==> config.mk <==
export PLATFORM = sky130hd
export DESIGN_NAME = decoder_scan_seq
export DESIGN_NICKNAME = d
export VERILOG_FILES = /design/src/rtl/decoder_scan_seq.sv
export SDC_FILE = /design/constraint.sdc
export NUM_CORES = 1
export LEC_CHECK = 0
export ABC_CLOCK_PERIOD_IN_PS = 2100
export CAP_MARGIN = 20
export CORE_MARGIN = 2
export CORE_UTILIZATION = 50
export CTS_CLUSTER_SIZE = 28
export DETAILED_ROUTE_END_ITERATION = 10
export PLACE_DENSITY = 0.76
export SETUP_SLACK_MARGIN = 0.3
export SLEW_MARGIN = 20
export SYNTH_ARGS = -nofsm -noshare
export SYNTH_HDL_FRONTEND = slang
export SYNTH_SLANG_ARGS = --single-unit
==> constraint.sdc <==
create_clock -name clk -period 2.1 [get_ports clk]
set_clock_uncertainty 0.2 [all_clocks]
set_input_delay 0.42 -clock clk [delete_from_list [all_inputs] [get_ports clk]]
set_output_delay 0.42 -clock clk [all_outputs]
set_load 0.1 [all_outputs]
==> src/rtl/decoder_scan_seq.sv <==
// Round-robin sequencer driving the select/enable inputs of a 2-to-4 enable decoder.
// Optional sweep counter output enabled by defining SCAN_SWEEP_CNT_EN.
module decoder_scan_seq #(
  parameter int unsigned DWELL = 4,
  parameter int unsigned BLANK = 1
) (
  input  logic       clk,
  input  logic       rst,
  input  logic       start,
  input  logic       stop,
  input  logic       cont,
  input  logic [3:0] mask,
  output logic [1:0] A,
  output logic       E,
  output logic       busy,
  output logic       done
`ifdef SCAN_SWEEP_CNT_EN
  ,
  output logic [7:0] sweep_cnt
`endif
);

  localparam int unsigned CntW = (DWELL + BLANK + 1 > 1) ? $clog2(DWELL + BLANK + 1) : 1;
  localparam logic [CntW-1:0] DwellLast = CntW'(DWELL - 1);
  localparam logic [CntW-1:0] BlankLast = (BLANK > 0) ? CntW'(BLANK - 1) : '0;

  typedef enum logic [1:0] {StIdle, StActive, StGap} state_e;

  state_e          state_q, state_d;
  logic [CntW-1:0] cnt_q, cnt_d;
  logic [1:0]      a_q, a_d;
  logic [3:0]      mask_q, mask_d;
  logic            done_q, done_d;
  logic            start_ok;
  logic            advance;
  logic [3:0]      above_mask;

  function automatic logic [1:0] low_bit(input logic [3:0] m);
    if (m[0])      return 2'd0;
    else if (m[1]) return 2'd1;
    else if (m[2]) return 2'd2;
    else           return 2'd3;
  endfunction

  assign start_ok   = (state_q == StIdle) && start && !stop && (mask != 4'b0000);
  // Enabled channels strictly above the current one.
  assign above_mask = mask_q & (4'b1110 << a_q);

  always_comb begin
    state_d = state_q;
    cnt_d   = cnt_q;
    a_d     = a_q;
    mask_d  = mask_q;
    done_d  = 1'b0;
    advance = 1'b0;

    unique case (state_q)
      StIdle: begin
        if (start_ok) begin
          state_d = StActive;
          a_d     = low_bit(mask);
          mask_d  = mask;
          cnt_d   = '0;
        end
      end
      StActive: begin
        if (stop) begin
          state_d = StIdle;
          cnt_d   = '0;
        end else if (cnt_q == DwellLast) begin
          if (BLANK > 0) begin
            state_d = StGap;
            cnt_d   = '0;
          end else begin
            advance = 1'b1;
          end
        end else begin
          cnt_d = cnt_q + 1'b1;
        end
      end
      StGap: begin
        if (stop) begin
          state_d = StIdle;
          cnt_d   = '0;
        end else if (cnt_q == BlankLast) begin
          advance = 1'b1;
        end else begin
          cnt_d = cnt_q + 1'b1;
        end
      end
      default: begin
        state_d = StIdle;
        cnt_d   = '0;
      end
    endcase

    if (advance) begin
      cnt_d = '0;
      if (above_mask != 4'b0000) begin
        state_d = StActive;
        a_d     = low_bit(above_mask);
      end else begin
        // Sweep boundary: report completion and re-latch the mask.
        done_d = 1'b1;
        mask_d = mask;
        if (cont && (mask != 4'b0000)) begin
          state_d = StActive;
          a_d     = low_bit(mask);
        end else begin
          state_d = StIdle;
        end
      end
    end
  end

  always_ff @(posedge clk) begin
    if (rst) begin
      state_q <= StIdle;
      cnt_q   <= '0;
      a_q     <= 2'd0;
      mask_q  <= 4'b0000;
      done_q  <= 1'b0;
    end else begin
      state_q <= state_d;
      cnt_q   <= cnt_d;
      a_q     <= a_d;
      mask_q  <= mask_d;
      done_q  <= done_d;
    end
  end

  assign A    = a_q;
  assign E    = (state_q == StActive);
  assign busy = (state_q != StIdle);
  assign done = done_q;

`ifdef SCAN_SWEEP_CNT_EN
  logic [7:0] sweep_cnt_q, sweep_cnt_d;

  always_comb begin
    sweep_cnt_d = sweep_cnt_q;
    if (start_ok)    sweep_cnt_d = 8'd0;
    else if (done_d) sweep_cnt_d = sweep_cnt_q + 8'd1;
  end

  always_ff @(posedge clk) begin
    if (rst) sweep_cnt_q <= 8'd0;
    else     sweep_cnt_q <= sweep_cnt_d;
  end

  assign sweep_cnt = sweep_cnt_q;
`endif

endmodule
---- Word-level counts from Yosys, hierarchy flattened ----
Cells that the tools add are included.
storage, ports and cells
  input port bits ......................... 9
  register bits after elaboration ......... 12
  output and inout port bits .............. 5
  logic and storage cells ................. 64
operators by class
  shift operators ......................... 1
  reduce and logical (&&, ||, !) cells .... 14
  bitwise logic cells ..................... 2
  muxes and demuxes ....................... 33
  equal/unequal tests ..................... 8
  $add $sub $neg .......................... 1
operator list
  cell                                                               number
  2-bit 2-to-1 mux                                                   14
  4-bit 2-to-1 mux                                                   4
  3-bit 2-to-1 mux                                                   5
  3-bit != test, second input constant                               3
  3-bit one-hot mux with 3 select lines                              1
  1-bit 2-to-1 mux                                                   8
  4-bit nonzero test                                                 2
  2-bit one-hot mux with 3 select lines                              1
  4-bit bitwise AND                                                  1
  1-bit logical AND                                                  4
  4-bit by 1-bit != test with 1-bit output, second input constant    1
  2-bit OR reduction                                                 2
  4-bit by 2-bit << shifter with 4-bit output, first input constant  1
  3-bit by 1-bit adder with 3-bit output, second input constant      1
  3-bit by 2-bit == test with 1-bit output, second input constant    1
  3-bit zero test                                                    1
  3-bit AND reduction                                                1
  2-bit by 1-bit == test with 1-bit output, second input constant    1
  2-bit == test, second input constant                               1
  2-bit zero test                                                    1
  2-bit != test, second input constant                               1
  2-bit AND reduction                                                1
  2-bit nonzero test                                                 1
  1-bit zero test                                                    1
  1-bit NOT                                                          1

---- Depth between registers and ports, before layout ----
Gate-level depths: netlist (run 1).
  word-level depth ........................ 9
  depth in mapped cells ................... 7
  gate-level depth less buffers ........... 7

---- Worst setup path after synthesis (run 1) ----
No wires, ideal clock.
  path type ............................... reg2reg
  start point ............................. register state_q[0]
  end point ............................... register state_q[1]
  path buffers ............................ 0
  setup slack ............................. -0.286 ns
  stages on the path, launching flop included .. 7
  period minus slack after synthesis ...... 2.386 ns
  required time ........................... 1.830 ns
  library setup time ...................... 0.070 ns
  data arrival time ....................... 2.116 ns
  cells stage by stage .................... dfxtp_1 > inv_1 > ha_1 > inv_1 > o22ai_2 > or3b_2 > a21oi_1
between the ends
  longest elaborated chain between the ends .. 6
  elaborated cells on any way between the ends .. 13
  those cells by class .................... 5 x eq/ne; 3 x mux; 5 x reduce/logical
ends and longest elaborated chain
  element                               RTL line  text
  start: declaration                    29        state_e state_q, state_d;
  start signal: assignment              118       state_q <= StIdle;
  start signal: assignment              124       state_q <= state_d;
  2-bit zero test                       45, 57
  1-bit logical AND (3 in series)       45        assign start_ok = (state_q == StIdle) && start && !stop && (mask != 4'b0000);
  3-bit != test (no source line)        n/a
  3-bit AND reduction (no source line)  n/a
Several ways; a longest one is shown, not always the timed one.
A chain may end at the register's enable or synchronous reset.

---- Worst setup path in the final report (run 1) ----
  start point ............................. register state_q[0]
  end point ............................... register cnt_q[2]
between the ends
  longest elaborated chain between the ends .. 6
  elaborated cells on any way between the ends .. 12
  those cells by class .................... 4 x eq/ne; 2 x mux; 6 x reduce/logical
ends and longest elaborated chain
  element                               RTL line  text
  2-bit zero test                       45, 57
  1-bit logical AND (3 in series)       45
  2-bit != test (no source line)        n/a
  2-bit AND reduction (no source line)  n/a
  end signal: assignment                125       cnt_q <= cnt_d;
  end: declaration                      30        logic [CntW-1:0] cnt_q, cnt_d;
Several ways; a longest one is shown, not always the timed one.

==> results.sh, run 1 <==
export IMPL_dp_hpwl_mm=1.385
export IMPL_worst_path_max_fanout=4
export IMPL_gr_usage_met1_pct=27.42
export IMPL_path_class="reg2reg"
export IMPL_p_clk_share_pct=10.9
export IMPL_clock_path_buffers=2
export IMPL_fin_crit_ps=1889
export IMPL_start_util_pct=52.72
export IMPL_layout_drive_gt1_share_pct=45.53
export IMPL_grt_overflow_total=0
export IMPL_wire_per_inst_um=16.95
export IMPL_relSlewSlack_pct=55.45
export IMPL_final_nets=141
export IMPL_ant_nets=0
export IMPL_hold_path_class="reg2reg"
export IMPL_clk_pin_slew_worst_paths_ps=70
export IMPL_grt_pass1_wl_mm=3.353
export IMPL_clk_latency_ps=280
export IMPL_postPlaceCellArea_mm2=0.001087
export IMPL_swShare_pct=45.74
export IMPL_status="completed"
export IMPL_drc=0
export IMPL_dpl_cell_count=128
export IMPL_worstPathRequired_ps=2110
export IMPL_grt_pass1_vias=779
export IMPL_layout_commonest_cell="buf_4"
export IMPL_irDropWorstVdd_v=0.0007246
export IMPL_cts_sinks=11
export IMPL_tightest_slew_ps=661.2
export IMPL_leakagePower_nw=0.5231
export IMPL_finalPower_mw=1.369
export IMPL_cp_start_kind="flip-flop"
export IMPL_syn2layout_area_growth_pct=59.03
export IMPL_die_w_um=43.39
export IMPL_h_tree_depth=1
export IMPL_antenna_found_initial=0
export IMPL_cellInternalPower_uw=742.6
export IMPL_post_place_ws_ps=-194.6
export IMPL_avgSynthCellArea_um2=8.917
export IMPL_grt_use_met3_pct=3.750
export IMPL_seqPwrFrac_pct=20.1
export IMPL_design_core_area_mm2=0.001471
export IMPL_final_cell_mix="buf_4 (19), inv_1 (10), nor2_1 (10)"
export IMPL_finalCritPeriodShare_pct=89.95
export IMPL_finalWeightedCongestion=0.8814
export IMPL_die_y_um=43.39
export IMPL_seq_area_frac_synth_pct=28.39
export IMPL_holdWs_ps=261.5
export IMPL_rsz0062_at_grt="yes"
export IMPL_rows=14
export IMPL_drv_cap=0
export IMPL_reg2reg_depth=6
export IMPL_synth_warnings=0
export IMPL_power_per_cell_area_mw_per_mm2=1109
export IMPL_design_die_area_mm2=0.001883
export IMPL_p_switching_uw=626.1
export IMPL_drt_iter0_markers=11
export IMPL_layoutNonFillerInstCount=139
export IMPL_netlist_instances=87
export IMPL_num_io_pins=14
export IMPL_numPortBuffers=13
export IMPL_synth_cell_types=29
export IMPL_cts_tree="built"
export IMPL_netlist_area_um2=775.7
export IMPL_worstHoldPathCells=2
export IMPL_groute_usage_overall_pct=23.75
export IMPL_grt_max_degree=9
export IMPL_final_area_mm2=0.001234
export IMPL_first_pass_iters=4
export IMPL_hold_viol_final=0
export IMPL_timing_fmax_mhz=529.4
export IMPL_drt_total_wl_mm=2.356
export IMPL_nFillCells=87
export IMPL_antennaDiodeCount=0
export IMPL_clockRootBuffer="clkbuf_4"
export IMPL_top_usage_layer="met2"
export IMPL_p_comb_share_pct=69.1
export IMPL_syn_num_nets=104
export IMPL_viasPerCell=5.597
export IMPL_grt_use_met2_pct=42.99
export IMPL_cts_buffers=3
export IMPL_fin_ws_ps=211.0
export IMPL_synth_seq_cells=11
export IMPL_drv_slew=0
export IMPL_setup_viol=0
export IMPL_end_kind="flip-flop"
export IMPL_critPathArrivalTime_ps=1900
export IMPL_via_count=778
[area by class of cell]
type	count	area [um2]	area share [%]
multi-input cells	63	599.3	48.58
repair buffers	32	306.5	24.85
flip-flops and latches	11	226.5	18.36
inverters	13	55.05	4.462
clock buffers	4	26.28	2.130
well taps	16	20.02	1.623
[per-stage QoR]
| stage | utilization (%) | TNS, ps |
|---|---|---|
| after CTS | 79.08 | 0 |
| after detailed placement | 73.89 | -1375 |
| final | 83.84 | 0 |
| after global routing | 83.84 | 0 |
| after floorplan | - | 0 |
| after global placement | 73.89 | -1128 |
[per-layer routing]
| layer | part of all wire (%) | vias to the layer above |
|---|---|---|
| li1 | - | 383 |
| met5 | 0 | - |
| met2 | 53 | 21 |
| met3 | 3.4 | 8 |
| met4 | 3.8 | 0 |
| met1 | 40 | 366 |
[cell usage after synthesis]
cell	number	share of area (%)
inv_1	13	6.3
dfxtp_1	11	28
nor2_1	10	4.8
ha_1	8	13
a21oi_1	7	4.5
mux2i_1	5	6.5
nand2_1	5	2.4
o21ai_0	5	3.2
nand2b_1	3	2.4
a2111oi_2	1	1.9
a21o_1	1	0.97
a22oi_1	1	0.97
a311oi_1	1	1.1
a31oi_2	1	1.6
and4bb_2	1	1.6
mux2_2	1	1.5
nand3b_4	1	2.6
nand4bb_1	1	1.5
nor2_4	1	1.5
nor3_1	1	0.64
nor4_4	1	2.7
nor4b_1	1	1.1
o2111a_1	1	1.5
o21a_1	1	0.97
o221a_2	1	1.5
o22ai_2	1	1.6
o31ai_1	1	0.97
or3b_2	1	1.1
or4b_1	1	1.3
[sequential cells by signal, indices dropped and copies added (netlist names)]
| register | count |
|---|---|
| cnt_q | 3 |
| mask_q | 3 |
| A | 2 |
| state_q | 2 |
| done | 1 |
[critical path: stages (launching register included)]
cell and delay (ps):
dfxtp_2 340, inv_2 80, ha_4 170, nand3b_4 130, o21a_4 240, or4b_4 530, a21oi_2 120
[power by group through the flow]
stage	Combinational, mW	Sequential (mW)	Clock (mW)
3_3_place_gp	0.762	0.270	0
4_1_cts	0.852	0.269	0.157
2_1_floorplan	0.473	0.305	0
3_5_place_dp	0.773	0.271	0
6_report	0.945	0.275	0.149
5_1_grt	1.00	0.278	0.163
[cell families after synthesis]
| family | Yosys count | share of synthesized area, % |
|---|---|---|
| flip-flops | 11 | 28.39 |
| AND/OR/NAND/NOR | 27 | 23.71 |
| adder cells (fa/ha/maj) | 8 | 12.90 |
| AO/OA/AOI/OAI | 22 | 20.81 |
| buffers and inverters | 13 | 6.291 |
| multiplexers | 6 | 7.903 |
[path summary, 6_finish.rpt]
kind                                               from                    end  slack [ps]
worst max register to register  state_q[0]$_SDFFE_PP0P_  cnt_q[2]$_SDFFE_PP0P_         210
worst min-delay path              cnt_q[1]$_SDFFE_PP0P_  cnt_q[1]$_SDFFE_PP0P_         260
worst max-delay path            state_q[0]$_SDFFE_PP0P_  cnt_q[2]$_SDFFE_PP0P_         210
worst min register to register    cnt_q[1]$_SDFFE_PP0P_  cnt_q[1]$_SDFFE_PP0P_         260
[timing repair]
action,in CTS,in global routing
pin swaps,6,6
resized for setup,14,12
setup endpoints to repair,11,12
hold buffers,0,0
setup buffers,4,3
(Power assumes the default switching activity.)
==> run 2: changes to the inputs <==
CORE_MARGIN = 1   (was 2)
==> run 2 against run 1 <==
Critical path depth rose by 2; die area is 9.0% lower; via count up 21%; fmax decreased by 4.5%; register-to-register slack got worse by 90 ps; first-iteration DRC count rose to 9.4 times the previous value; setup slack worse by 89 ps; global-route usage is 8.5 points higher.
==> results.sh, run 2 (same netlist as run 1, synthesis figures left out) <==
export IMPL_groute_usage_overall_pct=32.23
export IMPL_cts_buffers=3
export IMPL_worst_path_max_fanout=4
export IMPL_antenna_found_initial=0
export IMPL_fin_ws_ps=121.9
export IMPL_post_place_ws_ps=-263.8
export IMPL_tightest_slew_ps=784.2
export IMPL_viasPerCell=6.528
export IMPL_cts_sinks=11
export IMPL_design_die_area_mm2=0.001713
export IMPL_cts_hold_buf=0
export IMPL_reg2reg_depth=8
export IMPL_leakagePower_nw=0.5468
export IMPL_hold_path_class="reg2reg"
export IMPL_grt_max_degree=8
export IMPL_critPathArrivalTime_ps=1980
export IMPL_dp_hpwl_mm=1.623
export IMPL_r2r_end="cnt_q[1]$_SDFFE_PP0P_"
export IMPL_rr_startpoint="state_q[0]$_SDFFE_PP0P_"
export IMPL_hold_start="state_q[1]$_SDFFE_PP0P_"
export IMPL_r2r_slack_ps=120
export IMPL_cp_start_kind="flip-flop"
export IMPL_status="completed"
export IMPL_path_class="reg2reg"
export IMPL_via_count=940
export IMPL_rsz0062_at_grt="yes"
export IMPL_final_cell_mix="buf_4 (26), nor2_1 (10), inv_1 (9), dfxtp_2 (6)"
export IMPL_timing_fmax_mhz=505.5
export IMPL_clk_latency_ps=290
export IMPL_hold_path_endpoint="state_q[1]$_SDFFE_PP0P_"
export IMPL_drc=0
export IMPL_die_w_um=41.39
export IMPL_syn2layout_area_growth_pct=65.48
export IMPL_ant_nets=0
export IMPL_drt_total_wl_mm=3.244
export IMPL_postPlaceCellArea_mm2=0.001101
export IMPL_drv_cap=0
export IMPL_layout_commonest_cell="buf_4"
export IMPL_clock_path_buffers=2
export IMPL_finalPower_mw=1.477
export IMPL_finalCritPeriodShare_pct=94.20
export IMPL_antennaDiodeCount=0
export IMPL_cts_tree="built"
export IMPL_power_per_cell_area_mw_per_mm2=1150
export IMPL_worstHoldPathCells=2
export IMPL_clk_pin_slew_worst_paths_ps=80
export IMPL_finalWeightedCongestion=0.8155
export IMPL_die_y_um=41.39
export IMPL_layout_drive_gt1_share_pct=53.49
export IMPL_clockRootBuffer="clkbuf_4"
export IMPL_grt_pass1_wl_mm=3.353
export IMPL_worstPathRequired_ps=2100
export IMPL_end_kind="flip-flop"
export IMPL_setup_viol=0
export IMPL_num_io_pins=14
export IMPL_drv_slew=0
export IMPL_numPortBuffers=13
export IMPL_irDropWorstVdd_v=0.0006944
export IMPL_final_nets=147
export IMPL_wire_per_inst_um=22.53
export IMPL_first_pass_iters=4
export IMPL_h_tree_depth=1
export IMPL_holdWs_ps=310.9
export IMPL_grt_overflow_total=0
export IMPL_design_core_area_mm2=0.001366
export IMPL_final_area_mm2=0.001284
export IMPL_reg_largest_list="cnt_q (3), mask_q (3)"
export IMPL_drt_iter0_markers=103
export IMPL_rows=13
export IMPL_relSlewSlack_pct=47.17
export IMPL_hold_viol_final=0
export IMPL_start_util_pct=56.78
export IMPL_grt_pass1_vias=811
export IMPL_fin_crit_ps=1978
## run 2: worst max-delay path, stage by stage (launching register included)
cell      delay, ps
dfxtp_4         370
inv_4            70
ha_4            170
nand3b_4        130
o21a_4          240
nor4b_4         310
buf_4           170
nand2_1          70
a21oi_1         150
## run 2: area by class of cell
| cell class | count | area [um2] |
|---|---|---|
| Clock buffer | 3 | 22.52 |
| Multi-Input combinational cell | 63 | 610.6 |
| Inverter | 13 | 57.56 |
| Fill cell | 42 | 82.58 |
| Clock inverter | 1 | 5.005 |
| Sequential cell | 11 | 231.5 |
| Timing Repair Buffer | 38 | 337.8 |
| Tap cell | 15 | 18.77 |
## run 2: per-layer routing
layer / up-vias / wire (um) / global-route usage [%] / share of wire [%]
li1: 392 / - / - / -
met1: 432 / 1194 / 31.19 / 37
met2: 79 / 1513 / 56.64 / 47
met3: 37 / 251 / 11.17 / 7.7
met4: 0 / 284 / 22.58 / 8.8
met5: - / 0 / 0 / 0
## run 2: what timing repair did
item | 4_1_cts | 5_1_grt
buffers inserted | 7 | 4
pin swaps | 8 | 11
resized for setup | 16 | 21
setup endpoints to repair | 11 | 12
cloned | 0 | 0
## run 2: report_power, final
| part | leakage (nW) | internal [mW] | switching [mW] | total (mW) |
|---|---|---|---|---|
| Clock | 0.0177 | 0.0709 | 0.0841 | 0.155 |
| Combinational | 0.436 | 0.468 | 0.567 | 1.04 |
| Sequential | 0.0929 | 0.244 | 0.0421 | 0.286 |
## run 2: worst max-delay path by stage
stage,from,end,cells after the start
detailed placement,stop,A[0]$_SDFF_PP0_,6
floorplan,state_q[1]$_SDFFE_PP0P_,state_q[0]$_SDFFE_PP0P_,6
CTS,state_q[0]$_SDFFE_PP0P_,cnt_q[2]$_SDFFE_PP0P_,6
global placement,mask[0],mask_q[1]$_SDFF_PP0_,6
finish,state_q[0]$_SDFFE_PP0P_,cnt_q[1]$_SDFFE_PP0P_,8
global route,state_q[0]$_SDFFE_PP0P_,cnt_q[1]$_SDFFE_PP0P_,8
## run 2: metrics by stage
step | setup TNS [ps] | utilization (%) | std cells
finish | 0 | 93.96 | 144
global route | 0 | 93.96 | 144
CTS | 0 | 88.46 | 140
detailed placement | -2078 | 80.59 | 129
global placement | -1551 | 80.59 | 129
floorplan | 0 | - | 87
